File: src/rtl/weight_loader_pkg.sv
// -----------------------------------------------------------------------------
// weight_loader_pkg
//   Shared types and constants for the weight-memory byte-stream loader.
//   - wl_state_e   : frame-parser state encoding
//   - SEL_*_DEFAULT: default header bytes selecting the L1 / L2 weight RAM
//   - MEM_L1/MEM_L2: index of each memory in the loader's internal arrays
//   - clogb2       : bit width needed to hold a value (also used by the layer
//                    to size its port-B read address)
// -----------------------------------------------------------------------------
package weight_loader_pkg;

    typedef enum logic [2:0] {
        ST_IDLE    = 3'd0,
        ST_ADDR_HI = 3'd1,
        ST_ADDR_LO = 3'd2,
        ST_CNT_HI  = 3'd3,
        ST_CNT_LO  = 3'd4,
        ST_DATA_HI = 3'd5,
        ST_DATA_LO = 3'd6
    } wl_state_e;

    localparam int         WEIGHT_DEPTH_DEFAULT = 8192;
    localparam logic [7:0] SEL_L1_DEFAULT       = 8'h01;
    localparam logic [7:0] SEL_L2_DEFAULT       = 8'h02;

    localparam int NUM_MEMS = 2;
    localparam int MEM_L1   = 0;
    localparam int MEM_L2   = 1;

    // Number of bits needed to represent 'value' (clogb2(8191) = 13).
    function automatic int clogb2(input int value);
        int v;
        int r;
        v = value;
        r = 0;
        while (v > 0) begin
            r = r + 1;
            v = v >> 1;
        end
        return r;
    endfunction

endpackage : weight_loader_pkg

File: src/rtl/weight_loader_if.sv
// -----------------------------------------------------------------------------
// weight_loader_if
//   Valid/ready byte stream from the host link deframer into the loader.
//   A byte transfers on a rising clock edge where in_valid && in_ready.
//   Signals:
//     in_valid : source has a byte on in_data
//     in_data  : stream byte
//     in_ready : sink accepts the byte this cycle
//   Modports:
//     master : byte source (deframer / testbench)
//     slave  : byte sink (weight_loader)
// -----------------------------------------------------------------------------
interface weight_loader_if;

    logic       in_valid;
    logic [7:0] in_data;
    logic       in_ready;

    modport master (
        output in_valid,
        output in_data,
        input  in_ready
    );

    modport slave (
        input  in_valid,
        input  in_data,
        output in_ready
    );

endinterface : weight_loader_if

File: src/rtl/weight_loader.sv
// -----------------------------------------------------------------------------
// weight_loader
//   Parses framed write commands from a byte stream and writes 16-bit words
//   into the port-A side of the L1 or L2 weight RAM.
//
//   Frame: SEL, ADDR_HI, ADDR_LO, CNT_HI, CNT_LO, then CNT words sent as
//   two bytes each, high byte first. The address auto-increments and wraps
//   at WEIGHT_DEPTH.
//
//   Ports:
//     clk                    : clock, rising edge
//     rst                    : asynchronous reset, active low
//     in_if (slave)          : in_valid / in_data / in_ready byte stream
//     layer_busy             : layer is reading weights; holds off writes
//     weight_mem_Lx_wren     : 8 identical write strobes (one-cycle pulse)
//     weight_mem_Lx_wr_addr  : write address (zero outside a write pulse)
//     weight_mem_Lx_data_in  : write data    (zero outside a write pulse)
//     weight_mem_Lx_ena      : port-A enable, same as wren[0]
//     busy                   : frame in progress
//     done                   : one-cycle pulse when a frame completes
//     err                    : one-cycle pulse after an invalid header byte
// -----------------------------------------------------------------------------
module weight_loader
    import weight_loader_pkg::*;
#(
    parameter int         WEIGHT_DEPTH = WEIGHT_DEPTH_DEFAULT,
    parameter logic [7:0] SEL_L1       = SEL_L1_DEFAULT,
    parameter logic [7:0] SEL_L2       = SEL_L2_DEFAULT,
    localparam int        ADDR_W       = clogb2(WEIGHT_DEPTH - 1)
) (
    input  logic              clk,
    input  logic              rst,
    weight_loader_if.slave    in_if,
    input  logic              layer_busy,

    output logic [7:0]        weight_mem_L1_wren,
    output logic [ADDR_W-1:0] weight_mem_L1_wr_addr,
    output logic [15:0]       weight_mem_L1_data_in,
    output logic              weight_mem_L1_ena,

    output logic [7:0]        weight_mem_L2_wren,
    output logic [ADDR_W-1:0] weight_mem_L2_wr_addr,
    output logic [15:0]       weight_mem_L2_data_in,
    output logic              weight_mem_L2_ena,

    output logic              busy,
    output logic              done,
    output logic              err
);

    // -------------------------------------------------------------------------
    // State and datapath registers
    // -------------------------------------------------------------------------
    wl_state_e             state_q, state_d;
    logic                  sel_mem_q, sel_mem_d;   // 0 = L1, 1 = L2
    logic [7:0]            addr_hi_q, addr_hi_d;
    logic [ADDR_W-1:0]     addr_q, addr_d;         // next word's address
    logic [7:0]            cnt_hi_q, cnt_hi_d;
    logic [15:0]           cnt_q, cnt_d;           // words still to write
    logic [7:0]            data_hi_q, data_hi_d;

    // Shared write register for both memories; the strobe bits pick the target.
    logic [ADDR_W-1:0]     wr_addr_q, wr_addr_d;
    logic [15:0]           wr_data_q, wr_data_d;
    logic [NUM_MEMS-1:0]   wr_stb_q, wr_stb_d;

    logic                  done_q, done_d;
    logic                  err_q, err_d;

    logic                  accept;
    logic                  is_sel;
    logic [15:0]           cnt_full;
    logic [ADDR_W-1:0]     addr_inc;

    // Handshake: the only stall point is the byte that triggers a RAM write.
    // in_ready is gated by rst so it is low for the whole reset period.
    always_comb begin
        in_if.in_ready = rst && !((state_q == ST_DATA_LO) && layer_busy);
    end

    assign accept   = in_if.in_valid && in_if.in_ready;
    assign is_sel   = (in_if.in_data == SEL_L1) || (in_if.in_data == SEL_L2);
    assign cnt_full = {cnt_hi_q, in_if.in_data};
    assign addr_inc = (addr_q == ADDR_W'(WEIGHT_DEPTH - 1)) ? '0
                                                           : addr_q + ADDR_W'(1);

    // -------------------------------------------------------------------------
    // State register (plus datapath registers sharing the same reset)
    // -------------------------------------------------------------------------
    always_ff @(posedge clk or negedge rst) begin
        if (!rst) begin
            state_q   <= ST_IDLE;
            sel_mem_q <= 1'b0;
            addr_hi_q <= '0;
            addr_q    <= '0;
            cnt_hi_q  <= '0;
            cnt_q     <= '0;
            data_hi_q <= '0;
            wr_addr_q <= '0;
            wr_data_q <= '0;
            wr_stb_q  <= '0;
            done_q    <= 1'b0;
            err_q     <= 1'b0;
        end else begin
            state_q   <= state_d;
            sel_mem_q <= sel_mem_d;
            addr_hi_q <= addr_hi_d;
            addr_q    <= addr_d;
            cnt_hi_q  <= cnt_hi_d;
            cnt_q     <= cnt_d;
            data_hi_q <= data_hi_d;
            wr_addr_q <= wr_addr_d;
            wr_data_q <= wr_data_d;
            wr_stb_q  <= wr_stb_d;
            done_q    <= done_d;
            err_q     <= err_d;
        end
    end

    // -------------------------------------------------------------------------
    // Next-state logic: every transition happens on an accepted byte
    // -------------------------------------------------------------------------
    always_comb begin
        state_d = state_q;
        if (accept) begin
            unique case (state_q)
                ST_IDLE:    state_d = is_sel ? ST_ADDR_HI : ST_IDLE;
                ST_ADDR_HI: state_d = ST_ADDR_LO;
                ST_ADDR_LO: state_d = ST_CNT_HI;
                ST_CNT_HI:  state_d = ST_CNT_LO;
                ST_CNT_LO:  state_d = (cnt_full == 16'd0) ? ST_IDLE : ST_DATA_HI;
                ST_DATA_HI: state_d = ST_DATA_LO;
                ST_DATA_LO: state_d = (cnt_q == 16'd1) ? ST_IDLE : ST_DATA_HI;
                default:    state_d = ST_IDLE;
            endcase
        end
    end

    // -------------------------------------------------------------------------
    // Datapath / registered-output next values
    // -------------------------------------------------------------------------
    always_comb begin
        sel_mem_d = sel_mem_q;
        addr_hi_d = addr_hi_q;
        addr_d    = addr_q;
        cnt_hi_d  = cnt_hi_q;
        cnt_d     = cnt_q;
        data_hi_d = data_hi_q;
        wr_addr_d = wr_addr_q;
        wr_data_d = wr_data_q;
        wr_stb_d  = '0;        // strobes are single-cycle pulses
        done_d    = 1'b0;
        err_d     = 1'b0;

        if (accept) begin
            unique case (state_q)
                ST_IDLE: begin
                    if (in_if.in_data == SEL_L1) begin
                        sel_mem_d = 1'b0;
                    end else if (in_if.in_data == SEL_L2) begin
                        sel_mem_d = 1'b1;
                    end else begin
                        err_d = 1'b1;
                    end
                end
                ST_ADDR_HI: addr_hi_d = in_if.in_data;
                // Upper address bits beyond the RAM depth are discarded.
                ST_ADDR_LO: addr_d = ADDR_W'({addr_hi_q, in_if.in_data});
                ST_CNT_HI:  cnt_hi_d = in_if.in_data;
                ST_CNT_LO: begin
                    cnt_d  = cnt_full;
                    done_d = (cnt_full == 16'd0);
                end
                ST_DATA_HI: data_hi_d = in_if.in_data;
                ST_DATA_LO: begin
                    wr_addr_d = addr_q;
                    wr_data_d = {data_hi_q, in_if.in_data};
                    wr_stb_d[sel_mem_q] = 1'b1;
                    addr_d    = addr_inc;
                    cnt_d     = cnt_q - 16'd1;
                    // done lands in the same cycle as the final write pulse.
                    done_d    = (cnt_q == 16'd1);
                end
                default: ;
            endcase
        end
    end

    // -------------------------------------------------------------------------
    // Outputs: per-memory groups derived from the shared write register.
    // Address/data are forced to zero outside a pulse so the memory that is
    // not being written never sees activity.
    // -------------------------------------------------------------------------
    logic [7:0]        mem_wren [NUM_MEMS];
    logic [ADDR_W-1:0] mem_addr [NUM_MEMS];
    logic [15:0]       mem_data [NUM_MEMS];
    logic              mem_ena  [NUM_MEMS];

    for (genvar gi = 0; gi < NUM_MEMS; gi++) begin : g_mem
        assign mem_wren[gi] = {8{wr_stb_q[gi]}};
        assign mem_ena[gi]  = wr_stb_q[gi];
        assign mem_addr[gi] = wr_stb_q[gi] ? wr_addr_q : '0;
        assign mem_data[gi] = wr_stb_q[gi] ? wr_data_q : '0;
    end

    always_comb begin
        weight_mem_L1_wren    = mem_wren[MEM_L1];
        weight_mem_L1_wr_addr = mem_addr[MEM_L1];
        weight_mem_L1_data_in = mem_data[MEM_L1];
        weight_mem_L1_ena     = mem_ena[MEM_L1];

        weight_mem_L2_wren    = mem_wren[MEM_L2];
        weight_mem_L2_wr_addr = mem_addr[MEM_L2];
        weight_mem_L2_data_in = mem_data[MEM_L2];
        weight_mem_L2_ena     = mem_ena[MEM_L2];

        busy = (state_q != ST_IDLE);
        done = done_q;
        err  = err_q;
    end

endmodule : weight_loader

File: src/flat_wrapper.sv
// flat-port wrapper written by rule: the top's interface ports become plain ports
module weight_loader_flat import weight_loader_pkg::*;
#(
    parameter int         WEIGHT_DEPTH = WEIGHT_DEPTH_DEFAULT,
    parameter logic [7:0] SEL_L1       = SEL_L1_DEFAULT,
    parameter logic [7:0] SEL_L2       = SEL_L2_DEFAULT,
    localparam int        ADDR_W       = clogb2(WEIGHT_DEPTH - 1)
)
  (clk, rst, layer_busy, weight_mem_L1_wren, weight_mem_L1_wr_addr, weight_mem_L1_data_in, weight_mem_L1_ena, weight_mem_L2_wren, weight_mem_L2_wr_addr, weight_mem_L2_data_in, weight_mem_L2_ena, busy, done, err, in_if_in_valid, in_if_in_data, in_if_in_ready);
  weight_loader_if in_if_i ();
  input  logic clk;
  input  logic rst;
  input  logic layer_busy;
  output logic [7:0] weight_mem_L1_wren;
  output logic [ADDR_W-1:0] weight_mem_L1_wr_addr;
  output logic [15:0] weight_mem_L1_data_in;
  output logic weight_mem_L1_ena;
  output logic [7:0] weight_mem_L2_wren;
  output logic [ADDR_W-1:0] weight_mem_L2_wr_addr;
  output logic [15:0] weight_mem_L2_data_in;
  output logic weight_mem_L2_ena;
  output logic busy;
  output logic done;
  output logic err;
  input wire logic [$bits(in_if_i.in_valid)-1:0] in_if_in_valid;
  input wire logic [$bits(in_if_i.in_data)-1:0] in_if_in_data;
  output wire logic [$bits(in_if_i.in_ready)-1:0] in_if_in_ready;
  assign in_if_i.in_valid = in_if_in_valid;
  assign in_if_i.in_data = in_if_in_data;
  assign in_if_in_ready = in_if_i.in_ready;
  weight_loader #(.WEIGHT_DEPTH(WEIGHT_DEPTH), .SEL_L1(SEL_L1), .SEL_L2(SEL_L2)) u_core (.clk(clk), .rst(rst), .in_if(in_if_i), .layer_busy(layer_busy), .weight_mem_L1_wren(weight_mem_L1_wren), .weight_mem_L1_wr_addr(weight_mem_L1_wr_addr), .weight_mem_L1_data_in(weight_mem_L1_data_in), .weight_mem_L1_ena(weight_mem_L1_ena), .weight_mem_L2_wren(weight_mem_L2_wren), .weight_mem_L2_wr_addr(weight_mem_L2_wr_addr), .weight_mem_L2_data_in(weight_mem_L2_data_in), .weight_mem_L2_ena(weight_mem_L2_ena), .busy(busy), .done(done), .err(err));
endmodule
File: config.mk
export PLATFORM = sky130hd
export DESIGN_NAME = weight_loader_flat
export DESIGN_NICKNAME = d
export VERILOG_FILES = /design/src/rtl/weight_loader_pkg.sv /design/src/rtl/weight_loader_if.sv /design/src/rtl/weight_loader.sv /design/src/flat_wrapper.sv
export SDC_FILE = /design/constraint.sdc
export NUM_CORES = 1
export LEC_CHECK = 0
export CAP_MARGIN = 30
export CORE_MARGIN = 3
export CORE_UTILIZATION = 52
export CTS_CLUSTER_SIZE = 8
export DETAILED_ROUTE_END_ITERATION = 12
export HOLD_SLACK_MARGIN = 0.08
export PLACE_DENSITY = 0.8
export SLEW_MARGIN = 15
export SYNTH_ARGS = -nofsm -noshare
export SYNTH_HDL_FRONTEND = slang
export SYNTH_SLANG_ARGS = --single-unit
File: constraint.sdc
create_clock -name clk -period 2.2 [get_ports clk]
set_clock_uncertainty 0.2 [all_clocks]
set_input_delay 0.33 -clock clk [delete_from_list [all_inputs] [get_ports clk]]
set_output_delay 0.33 -clock clk [all_outputs]
set_load 0.01 [all_outputs]
== After elaboration in Yosys (flattened, before gate mapping) ==
Index checks and enable logic that the tools add are counted.
Storage, ports and cells
  input bits: 12
  register bits after elaboration: 87
  logic and storage cells: 68
Operators by class
  $lt $le $gt $ge: 2
  add/sub/neg operators: 2
  equality and inequality tests: 10
  mux-type cells: 23
  reduce and logical (&&, ||, !) cells: 19
Operators with widths (count)
  $mux W13: 3
  $mux W16: 2
  $pmux W16 S2: 1
  $pmux W13 S2: 1
  $pmux W3 S7: 1
  $eq A16 B1 Y1 const B: 1
  $logic_not A16 Y1: 1
  $sub A16 B1 Y16 const B: 1
  $add A13 B1 Y13 const B: 1
  $eq A13 B13 Y1 const B: 1
  $reduce_and A2 Y1: 6
  $eq A3 B3 Y1 const B: 3
  $mux W1: 9
  $eq A8 B1 Y1 const B: 1
  $eq A8 B2 Y1 const B: 1
  $eq A3 B2 Y1 const B: 2
  $mux W3: 2
  $reduce_bool A2 Y1: 3
  $logic_and A1 B1 Y1: 4
  $mux W2: 2
  $eq A3 B1 Y1 const B: 1
  $logic_not A3 Y1: 1
  $reduce_and A3 Y1: 1
  $reduce_bool A3 Y1: 1
  6 further kinds: 6

== Logic depth before layout (Yosys ltp) ==
  depth in word-level cells: 6
  mapped depth: 8

== Worst setup path after synthesis ==
Ideal clock, no wire load.
  kind: reg2reg
  from: register u_core.state_q[0]
  to: register u_core.wr_data_q[2]
  buffers on the path: 3
  arrival: 1645 ps
  path slack: 230 ps
  stages on the path, launching flop included: 8
  path through: dfrtp_1 > and3b_1 > buf_2 > nand3_4 > nor2_1 > buf_6 > buf_6 > mux2_2
Between the ends
  word-level cells in the longest chain between the ends: 6
Ends and longest elaborated chain
  start, declared: line weight_loader.sv:54  | wl_state_e state_q, state_d;
  start signal, assigned: line weight_loader.sv:105  | state_q <= state_d;
  $eq A3 B3 Y1 *: line weight_loader.sv:78, weight_loader.sv:156
  $logic_and A1 B1 Y1: line weight_loader.sv:78  | in_if.in_ready = rst && !((state_q == ST_DATA_LO) && layer_busy);
  $logic_not A1 Y1: line weight_loader.sv:78
  $logic_and A1 B1 Y1: line weight_loader.sv:78
  $logic_and A1 B1 Y1: line weight_loader.sv:81  | assign accept = in_if.in_valid && in_if.in_ready;
  $reduce_and A2 Y1 (no source line) *
  end signal, assigned: line weight_loader.sv:113  | wr_data_q <= wr_data_d;
  end, declared: line weight_loader.sv:64  | logic [15:0] wr_data_q, wr_data_d;
Every way passes the cells marked *; elsewhere a longest branch is shown, timed or not.
A chain may end at the register's enable or synchronous reset.

== Worst setup path in the final report ==
  from: register u_core.wr_stb_q[0]
  to: output weight_mem_L1_wr_addr[8]
Between the ends
  word-level cells in the longest chain between the ends: 1
Ends and longest elaborated chain
  start, declared: line weight_loader.sv:65  | logic [NUM_MEMS-1:0] wr_stb_q, wr_stb_d;
  start signal, assigned: line weight_loader.sv:114  | wr_stb_q <= wr_stb_d;
  $mux W13: line weight_loader.sv:202  | assign mem_addr[gi] = wr_stb_q[gi] ? wr_addr_q : '0;
  end, declared: line flat_wrapper.sv:15  | output logic [ADDR_W-1:0] weight_mem_L1_wr_addr;
Every way passes these cells.

==> reports/metrics.cfg <==
[logic_synthesis]
yosys_warnings = 0
synth_nets = 485
ys.flop_type = dfrtp_1
ys_ff_latch = 87
syn-cell-area_sq_um = 4790
synth_area_leader_cell = dfrtp_1
post_synth.cell_area_avg_sq_um = 10.2
ys_seq_area_share_pct = 45.5
yosys-top-cells-area = dfrtp_1, mux2_2, and2_1, o21ai_0, buf_4
synth.distinct_cells = 57
synth_edf_count = 0
synthArstFlopShare_pct = 100
synth_cells = 470
netlist.area_leader.share_pct = 45.5

[final_layout]
fin_util_pct = 72.0
layout_common_cells = dfrtp_1, and2_1, clkdlybuf4s50_1
mostFrequentLayoutCell = dfrtp_1
fin_nets = 594
syn2layout_area_growth_pct = 33.1
diodes = 0
drive_above_1_share_pct = 23.6

[power_and_ir_drop]
p_sw_share_pct = 37.2
p_clk_share_pct = 19.8
internal_power_mw = 4.11
peakVddDrop_v = 0.000575
leakage_nw = 3.31
power_switching_mw = 2.44
p_per_area_nw_per_um2 = 1030
p_seq_share_pct = 44.7
pwr-share-comb_pct = 35.5

[global_routing]
use_met3_pct = 3.96
grtUsageMet2_pct = 38.9
overflow = 0
antenna_found_initial = 0
grt.total_usage_pct = 24.1
grtUsageMet1_pct = 33.9
grt_pass1_vias = 3829
grt_pass1_wl_um = 19600
grt_max_degree = 73
grt.busiest_layer = met2

[setup_path]
worstPathRequired_ns = 1.67
r2r-start = u_core.addr_q[1]$_DFFE_PN0P_
path_buf_inv = 2
worstPathCellList = clkbuf_16 -> and2_1 -> clkdlybuf4s50_1
cp_top_family = buffers and inverters
worst_setup_path_start_kind = register
crit_fanout = 9
r2r-end = u_core.addr_q[5]$_DFFE_PN0P_
r2r_slack_ns = 0.14
critPathMaxStageDelay_ns = 0.52
endpoint_kind = primary output
worst_path_max_delay_cell = clkdlybuf4s50_1
path_class = register to primary output
worst_ep_arrival_time_ns = 1.62
rr_worst_depth = 6

[place]
hpwl_um = 8530
globalplace.congestion = 0.966
place_ws_ns = -0.125
portBuffers = 91

[sta]
tightest_slew_ns = 0.452
final.setup.worst_slack_ns = 0.0496
hold_violations = 0
slew_headroom_pct = 69.7
fin_crit_ns = 2.15
rsz0062_at_grt = false
fmax_mhz = 465
fin_crit_sh_pct = 97.7
setup_viol_count_final = 0
finalMaxSlewViolations = 0

[clocking]
htreeDepth = 3
cts_tree = built
cts_root_buf = clkbuf_8
clk_pin_slew_ns = 0.10
cts_sinks = 87
clk_latency_ns = 0.35
cts_max_path_buffers = 2
numCtsBuffers = 9

[run]
max_cap_violations = 0

[floorplan]
start_util_pct = 54.1
fp.dieArea_sq_um = 10400
chipWidth_um = 102
die_h_um = 102
core_area_sq_um = 8850
ioPinCount = 92
rows = 34

[detailed_routing]
post_drt_via_cell_ratio = 5.90
routed_wl_um = 12600
wl_per_cell_um = 18.3
drc = 0
drtIter0Drc = 230
ant_nets = 0
route.vias.total = 4081
dr.pass1.iters = 5

[run_status]
status = complete, no violations

[min_path]
hp-class = primary input to asynchronous set/reset pin

==> per-stage QoR <==
| step | hold WS [ns] | instances | setup TNS, ns | instance area, sq um | power [mW] |
|---|---|---|---|---|---|
| floorplan | -0.166 | 470 | 0 | 4790 | 4.33 |
| detailed placement | -0.0523 | 669 | -2.67 | 5950 | 5.19 |
| global placement | -0.0524 | 669 | -0.615 | 5950 | 5.05 |
| finish | 0.215 | 692 | 0 | 6370 | 6.55 |
| CTS | 0.182 | 688 | 0 | 6200 | 6.48 |
| global route | 0.184 | 692 | 0 | 6370 | 6.98 |
==> Yosys cell counts, types with 2 or more instances <==
master	count
dfrtp_1	87
and2_1	59
mux2_2	50
o21ai_0	40
nand2_1	28
nor2_1	26
a21oi_1	23
buf_4	16
clkbuf_1	16
nand3_1	11
nor3_1	10
inv_1	9
a22o_1	6
or3_1	6
and3_1	5
buf_2	5
buf_6	4
nand4_1	4
nor4_1	4
o22ai_1	4
a2bb2oi_1	3
ha_1	3
nor3_2	3
o41ai_1	3
a21boi_0	2
a31oi_1	2
a41oi_1	2
and3b_1	2
clkbuf_8	2
mux2i_1	2
nor2b_1	2
nor3_4	2
nor3b_1	2
o211ai_1	2
o21a_1	2
or4_1	2
==> worst max path at each step <==
stage | cells past startpoint | from | to | slack [ns]
final | 3 | u_core.wr_stb_q[0]$_DFF_PN0_ | weight_mem_L1_wr_addr[8] | 0.05
after global routing | 3 | u_core.wr_stb_q[1]$_DFF_PN0_ | weight_mem_L2_wr_addr[1] | 0.003
after CTS | 3 | u_core.wr_stb_q[1]$_DFF_PN0_ | weight_mem_L2_data_in[8] | 0.01
after detailed placement | 6 | in_if_in_data[4] | u_core.state_q[0]$_DFFE_PN0P_ | -0.13
after global placement | 6 | in_if_in_data[4] | u_core.state_q[0]$_DFFE_PN0P_ | -0.12
after floorplan | 7 | u_core.state_q[0]$_DFFE_PN0P_ | u_core.wr_data_q[2]$_DFFE_PN0P_ | 0.23
==> layer usage <==
metal	share of wire (%)	vias to the layer above
li1	-	1871
met1	44	2035
met2	49	157
met3	4.9	18
met4	1.7	0
met5	0	-
==> logic make-up after synthesis <==
kind of cell / Yosys count / share of synthesized area (%)
AO/OA/AOI/OAI: 98 / 13.0
XOR/XNOR: 1 / 0.183
adder cells (fa/ha/maj): 3 / 0.784
buffers and inverters: 53 / 6.61
flip-flops: 87 / 45.5
multiplexers: 52 / 12.2
AND/OR/NAND/NOR: 176 / 21.8
==> timing repair <==
action,in CTS,in global routing
endpoints found under the setup margin,29,71
hold buffers,1,0
cloned,0,2
resized for setup,4,41
endpoints found under the hold margin,15,0
buffers inserted,2,1
==> layout make-up <==
| cell class | instances | area (sq um) |
|---|---|---|
| clock buffer | 9 | 124 |
| clock inverter | 7 | 104 |
| fill | 621 | 2470 |
| inverter | 9 | 33.8 |
| multi-input combinational | 330 | 2310 |
| sequential | 87 | 2180 |
| tap | 108 | 135 |
| timing repair buffer | 142 | 1490 |
==> power by group through the flow <==
stage	Sequential (mW)	Combinational [mW]	Clock [mW]
after global placement	2.87	2.17	0
after floorplan	2.74	1.60	0
after CTS	2.89	2.29	1.30
after global routing	3.02	2.57	1.38
after detailed placement	2.93	2.26	0
final	2.93	2.32	1.30
==> sequential cells by signal, indices dropped and copies added (netlist names) <==
register and cells:
u_core.cnt_q 16, u_core.wr_data_q 16, u_core.addr_q 13, u_core.wr_addr_q 13, u_core.cnt_hi_q 8, u_core.data_hi_q 8, u_core.addr_hi_q 5, u_core.state_q 3
u_core.wr_stb_q 2, u_core.done 1, u_core.err 1, u_core.sel_mem_q 1
No activity file was read; power rests on OpenSTA's default activity.
